[src/rtl/user_io_pkg.sv]
// Shared types, state encoding, LED request codes and default timing for the user I/O controller.
package user_io_pkg;

    typedef enum logic [1:0] {
        ST_IDLE  = 2'd0,
        ST_ARMED = 2'd1,
        ST_ACK   = 2'd2
    } state_e;

    typedef logic [1:0] mode_t;

    localparam int TIMER_W = 27;

    localparam logic [3:0] LED_SOLID     = 4'b0001;
    localparam logic [3:0] LED_ARMED_ADD = 4'b0100;
    localparam logic [3:0] LED_ACK       = 4'b1111;

    localparam int DEF_ARM_TIMEOUT = 100000000;
    localparam int DEF_ACK_CYCLES  = 25000000;
    localparam int DEF_LONG_CYCLES = 50000000;

    function automatic logic [3:0] led_code(input logic [1:0] st, input mode_t m);
        logic [3:0] code;
        code = LED_SOLID << m;
        case (st)
            ST_ARMED: code = code | LED_ARMED_ADD;
            ST_ACK:   code = LED_ACK;
            default:  code = LED_SOLID << m;
        endcase
        return code;
    endfunction

endpackage

[src/rtl/user_io_if.sv]
// Button inputs and LED/action outputs of the user I/O controller.
interface user_io_if;
    import user_io_pkg::*;

    logic [1:0] btn_pressed;
    logic [1:0] btn_held;
    logic [3:0] led_pattern;
    mode_t      mode;
    logic       action_strobe;
    mode_t      action_mode;
    logic [1:0] state_dbg;

    modport master (
        output btn_pressed, btn_held,
        input  led_pattern, mode, action_strobe, action_mode, state_dbg
    );

    modport slave (
        input  btn_pressed, btn_held,
        output led_pattern, mode, action_strobe, action_mode, state_dbg
    );
endinterface

[src/rtl/user_io_hold_det.sv]
// Long-press detector: counts a continuous hold and emits one pulse per hold.
// The pulse is combinational from registered state so the consumer's register sees it on the qualifying edge.
module user_io_hold_det
    import user_io_pkg::*;
#(
    parameter int LONG_CYCLES = DEF_LONG_CYCLES
) (
    input  logic clk,
    input  logic reset,
    input  logic held,
    output logic long_press
);
    localparam logic [TIMER_W-1:0] LAST = TIMER_W'(LONG_CYCLES - 1);

    logic [TIMER_W-1:0] hold_cnt;
    logic               fired;

    assign long_press = held && (hold_cnt == LAST) && !fired;

    // Counter parks at LAST; the fired flag keeps it to one pulse until release.
    always_ff @(posedge clk) begin
        if (reset) begin
            hold_cnt <= '0;
            fired    <= 1'b0;
        end else if (!held) begin
            hold_cnt <= '0;
            fired    <= 1'b0;
        end else begin
            if (hold_cnt != LAST) hold_cnt <= hold_cnt + 1'b1;
            if (long_press)       fired    <= 1'b1;
        end
    end
endmodule

[src/rtl/user_io_ctrl.sv]
// Mode select / arm / confirm FSM with state timer; all outputs registered one cycle after the input event.
module user_io_ctrl
    import user_io_pkg::*;
#(
    parameter int ARM_TIMEOUT = DEF_ARM_TIMEOUT,
    parameter int ACK_CYCLES  = DEF_ACK_CYCLES,
    parameter int LONG_CYCLES = DEF_LONG_CYCLES
) (
    input  logic     clk,
    input  logic     reset,
    user_io_if.slave io
);
    localparam logic [1:0] S_IDLE  = ST_IDLE;
    localparam logic [1:0] S_ARMED = ST_ARMED;
    localparam logic [1:0] S_ACK   = ST_ACK;

    localparam logic [TIMER_W-1:0] ARM_LOAD = TIMER_W'(ARM_TIMEOUT - 1);
    localparam logic [TIMER_W-1:0] ACK_LOAD = TIMER_W'(ACK_CYCLES - 1);

    logic [1:0]         state, state_n;
    logic [TIMER_W-1:0] timer, timer_n;
    mode_t              mode, mode_n;
    mode_t              amode, amode_n;
    logic               strobe, strobe_n;
    logic [3:0]         led;
    logic               long_press;

    user_io_hold_det #(.LONG_CYCLES(LONG_CYCLES)) u_hold (
        .clk        (clk),
        .reset      (reset),
        .held       (io.btn_held[0]),
        .long_press (long_press)
    );

    always_comb begin
        state_n  = state;
        timer_n  = (timer != '0) ? timer - 1'b1 : '0;
        mode_n   = mode;
        amode_n  = amode;
        strobe_n = 1'b0;
        case (state)
            S_IDLE: begin
                if (long_press)
                    mode_n = 2'd0;
                else if (io.btn_pressed[0] && !io.btn_pressed[1])
                    mode_n = mode + 2'd1;
                if (io.btn_pressed[1]) begin
                    state_n = S_ARMED;
                    timer_n = ARM_LOAD;
                end
            end
            S_ARMED: begin
                if (long_press) begin
                    mode_n  = 2'd0;
                    state_n = S_IDLE;
                end else if (io.btn_pressed[1]) begin
                    strobe_n = 1'b1;
                    amode_n  = mode;
                    state_n  = S_ACK;
                    timer_n  = ACK_LOAD;
                end else if (io.btn_pressed[0] || timer == '0) begin
                    state_n = S_IDLE;
                end
            end
            S_ACK: begin
                if (timer == '0) state_n = S_IDLE;
            end
            default: state_n = S_IDLE;
        endcase
    end

    always_ff @(posedge clk) begin
        if (reset) begin
            state  <= S_IDLE;
            timer  <= '0;
            mode   <= 2'd0;
            amode  <= 2'd0;
            strobe <= 1'b0;
            led    <= LED_SOLID;
        end else begin
            state  <= state_n;
            timer  <= timer_n;
            mode   <= mode_n;
            amode  <= amode_n;
            strobe <= strobe_n;
            led    <= led_code(state_n, mode_n);
        end
    end

    assign io.led_pattern   = led;
    assign io.mode          = mode;
    assign io.action_strobe = strobe;
    assign io.action_mode   = amode;
    assign io.state_dbg     = state;
endmodule

[src/flat_wrapper.sv]
// flat-port wrapper written by rule: the top's interface ports become plain ports
module user_io_ctrl_flat import user_io_pkg::*;
#(
    parameter int ARM_TIMEOUT = DEF_ARM_TIMEOUT,
    parameter int ACK_CYCLES  = DEF_ACK_CYCLES,
    parameter int LONG_CYCLES = DEF_LONG_CYCLES
)
  (clk, reset, io_btn_pressed, io_btn_held, io_led_pattern, io_mode, io_action_strobe, io_action_mode, io_state_dbg);
  user_io_if io_i ();
  input  logic clk;
  input  logic reset;
  input wire logic [$bits(io_i.btn_pressed)-1:0] io_btn_pressed;
  input wire logic [$bits(io_i.btn_held)-1:0] io_btn_held;
  output wire logic [$bits(io_i.led_pattern)-1:0] io_led_pattern;
  output wire logic [$bits(io_i.mode)-1:0] io_mode;
  output wire logic [$bits(io_i.action_strobe)-1:0] io_action_strobe;
  output wire logic [$bits(io_i.action_mode)-1:0] io_action_mode;
  output wire logic [$bits(io_i.state_dbg)-1:0] io_state_dbg;
  assign io_i.btn_pressed = io_btn_pressed;
  assign io_i.btn_held = io_btn_held;
  assign io_led_pattern = io_i.led_pattern;
  assign io_mode = io_i.mode;
  assign io_action_strobe = io_i.action_strobe;
  assign io_action_mode = io_i.action_mode;
  assign io_state_dbg = io_i.state_dbg;
  user_io_ctrl #(.ARM_TIMEOUT(ARM_TIMEOUT), .ACK_CYCLES(ACK_CYCLES), .LONG_CYCLES(LONG_CYCLES)) u_core (.clk(clk), .reset(reset), .io(io_i));
endmodule
[config.mk]
export PLATFORM = sky130hd
export DESIGN_NAME = user_io_ctrl_flat
export DESIGN_NICKNAME = d
export VERILOG_FILES = /design/src/rtl/user_io_pkg.sv /design/src/rtl/user_io_if.sv /design/src/rtl/user_io_hold_det.sv /design/src/rtl/user_io_ctrl.sv /design/src/flat_wrapper.sv
export SDC_FILE = /design/constraint.sdc
export NUM_CORES = 1
export LEC_CHECK = 0
export CAP_MARGIN = 20
export CORE_UTILIZATION = 54
export DETAILED_ROUTE_END_ITERATION = 6
export GPL_TIMING_DRIVEN = 0
export PLACE_DENSITY = 0.76
export SLEW_MARGIN = 20
export SYNTH_ARGS = -nofsm -noshare
export SYNTH_HDL_FRONTEND = slang
export SYNTH_SLANG_ARGS = --single-unit
export TNS_END_PERCENT = 30
[constraint.sdc]
create_clock -name clk -period 2.5 [get_ports clk]
set_input_delay 0.75 -clock clk [delete_from_list [all_inputs] [get_ports clk]]
set_output_delay 0.75 -clock clk [all_outputs]
set_load 0.02 [all_outputs]
==> results.sh <==
export IMPL_cp_max_fo=4
export IMPL_antenna_cells=0
export IMPL_cp_required_ns=2.72
export IMPL_core_area_um2=5640
export IMPL_grt_pass1_vias=2669
export IMPL_ys_ff_latch=66
export IMPL_synthArstFlopShare=0
export IMPL_hp_class="register to register"
export IMPL_rows=27
export IMPL_yosysMostFrequentCell="dfxtp_1"
export IMPL_min_path_cells=2
export IMPL_wirelength_met1_um=3440
export IMPL_arrival_ns=2.78
export IMPL_synth_edf_count=0
export IMPL_min_period_over_period=1.03
export IMPL_synthTopCellsByCount="66 x dfxtp_1, 41 x nor2_1, 29 x xnor2_1"
export IMPL_dp_cells=463
export IMPL_power_density_nw_per_um2=638
export IMPL_endpoint_kind="register"
export IMPL_r2r_start="u_core.timer[23]"
export IMPL_ys_types=49
export IMPL_r2r_slack_ns=-0.06
export IMPL_area_growth_synth_to_final_pct=19.4
export IMPL_ys_warn_count=0
export IMPL_ys_seq_area_frac=0.410
export IMPL_cts_root_buf="clkbuf_8"
export IMPL_post_drt_wl_per_cell_um=15.0
export IMPL_place_congestion=0.885
export IMPL_avgSynthCellArea_um2=8.54
export IMPL_hp_start="u_core.u_hold.hold_cnt[15]"
export IMPL_final_cells=486
export IMPL_synth_top_area_frac=0.410
export IMPL_drc=0
export IMPL_ir_drop_v=0.000332
export IMPL_die_w_um=79.2
export IMPL_dr_wl_met3_um=294
export IMPL_timing_final_ws_setup_ns=-0.0634
export IMPL_yosys_area_top_type="dfxtp_1"
export IMPL_dr_max_layer_used="met4"
export IMPL_fin_tns_setup_ns=-0.0634
export IMPL_synth_area_um2=3220
export IMPL_clk_latency_ns=0.34
export IMPL_finClkSkew_ns=0.00957
export IMPL_final_util=0.682
export IMPL_numCtsBuffers=9
export IMPL_report_final_slew_viol_count=0
export IMPL_initial_utilization=0.571
export IMPL_netlist_instances=377
export IMPL_wirelength_um=7270
export IMPL_routed_via_count=2883
export IMPL_die_area_um2=6280
export IMPL_violations="negative setup slack"
export IMPL_outcome="complete, but fails checks"
export IMPL_min_to="u_core.u_hold.hold_cnt[15]"
export IMPL_setup_viol=1
export IMPL_power_mw=2.45
export IMPL_yosys_top_cells_area="dfxtp_1 41%, xnor2_1 7.9%, nor2_1 4.8%"
export IMPL_vias_per_cell=5.93
export IMPL_grt_pass1_wl_um=12400
export IMPL_cts_tree="built"
export IMPL_r2r_worst_path_cells=9
export IMPL_grt_max_degree=12
export IMPL_drt_pass1_iterations=4
export IMPL_drtIter0Drc=116
export IMPL_worstSetupPathType="register to register"
export IMPL_cp_start_kind="register"
export IMPL_postRouteAntennaNets=0
export IMPL_hpwl_um=4980
export IMPL_num_fill_cells=449
export IMPL_cap_violations=0
export IMPL_timing_hold_ws_ns=0.480
export IMPL_r2r_end="u_core.io.led_pattern[0]"
export IMPL_seqCellArea_um2=1330
export IMPL_antenna_found_initial=0
export IMPL_clock_sinks=66
export IMPL_cts_reportedPaths_clkPinSlew_ns=0.07
export IMPL_clock_fmax_mhz=390
export IMPL_grt_total_usage=0.252
export IMPL_rsz0062_at_grt="yes"
export IMPL_io_buffers=14
export IMPL_multi_input_area_um2=1890
export IMPL_clockBufferDepth=2
export IMPL_synth_net_count=387
export IMPL_synth_flop_cell="dfxtp_1"
export IMPL_die_y_um=79.2
export IMPL_drive_gt1_frac=0.152
export IMPL_ctsHtreeMaxLevel=3
export IMPL_worst_slew_pin_slew_ns=0.689
export IMPL_fin_nets=419
export IMPL_slew_headroom=0.537
export IMPL_hold_viol=0
export IMPL_dr_wl_met2_um=3370
export IMPL_ios=17
export IMPL_p_leak_nw=1.29
export IMPL_period_needed_ns=2.56
export IMPL_grt_overflow_total=0
metal layers:
metal / up-vias / GRT usage
met1: 1381 / 0.316
li1: 1431 / -
met3: 15 / 0.0586
met4: 0 / 0.113
met5: - / 0
met2: 56 / 0.409
report_power, final:
group	internal [mW]	switching, mW
clock	0.545	0.401
combinational	0.161	0.185
sequential	1.11	0.0520
total	1.82	0.638
registers in the layout, summed over array words and instances (netlist names):
register	cells
u_core.timer	27
u_core.u_hold.hold_cnt	27
u_core.io.led_pattern	4
u_core.io.action_mode	2
u_core.io.mode	2
u_core.io.state_dbg	2
u_core.io.action_strobe	1
u_core.u_hold.fired	1
worst max-delay path: stages (launching register included):
cell	delay, ns
dfxtp_2	0.32
or4_4	0.54
or4b_4	0.53
nand2b_4	0.18
a31oi_4	0.20
ha_4	0.25
nor2_4	0.13
nor3_2	0.05
a21oi_2	0.16
o31ai_2	0.07
worst max-delay path by stage:
stage | cells past startpoint | endpoint | from | slack (ns)
floorplan | 10 | u_core.io.led_pattern[0] | u_core.timer[16] | 0.03
global placement | 11 | u_core.io.led_pattern[0] | io_btn_held[0] | -0.70
detailed placement | 10 | u_core.io.led_pattern[0] | io_btn_held[0] | -0.73
CTS | 10 | u_core.io.led_pattern[0] | u_core.timer[19] | -0.08
global route | 10 | u_core.io.led_pattern[0] | u_core.u_hold.hold_cnt[7] | -0.16
finish | 9 | u_core.io.led_pattern[0] | u_core.timer[23] | -0.06
placed cells by master, fill, tap and decap left out, types with 10 or more instances in the layout:
cell type / count
o21ai_0: 22
nand3_1: 10
nand2_1: 23
nor2_1: 40
xnor2_1: 29
a21oi_1: 13
o31ai_1: 10
clkdlybuf4s50_1: 13
clkbuf_1: 10
clkbuf_8: 13
nor4_1: 17
nor3_1: 18
or3_1: 10
dfxtp_1: 59
per-stage QoR:
stage          area (um^2)  setup WS [ns]
3_3_place_gp          3490         -0.695
4_1_cts               3780        -0.0828
2_1_floorplan         3260         0.0260
6_report              3850        -0.0634
5_1_grt               3850         -0.163
3_5_place_dp          3490         -0.725
logic make-up (layout without fill, tap and decap cells):
kind of cell / after synthesis / in the layout / share of synthesized area
fa+ha+maj: 4 / 4 / 0.0155
xor+xnor: 38 / 38 / 0.103
mux: 5 / 5 / 0.0159
simple gates: 173 / 173 / 0.293
buf+inv: 27 / 64 / 0.0385
compound gates: 64 / 64 / 0.124
flops: 66 / 66 / 0.410
timing repair:
item,4_1_cts,5_1_grt
cloned,0,0
gates resized for setup,11,12
hold buffers,0,0
setup buffers,4,4
setup endpoints to repair,3,12
pin swaps,8,8
area by class of cell:
cell class / instances / share of cell area
Tap cell: 72 / 0.0234
Inverter: 11 / 0.0107
Clock buffer: 13 / 0.0439
Multi-Input combinational cell: 284 / 0.490
Buffer: 15 / 0.0211
Clock inverter: 3 / 0.0120
Timing Repair Buffer: 22 / 0.0527
Sequential cell: 66 / 0.346
(Power assumes the default switching activity.)
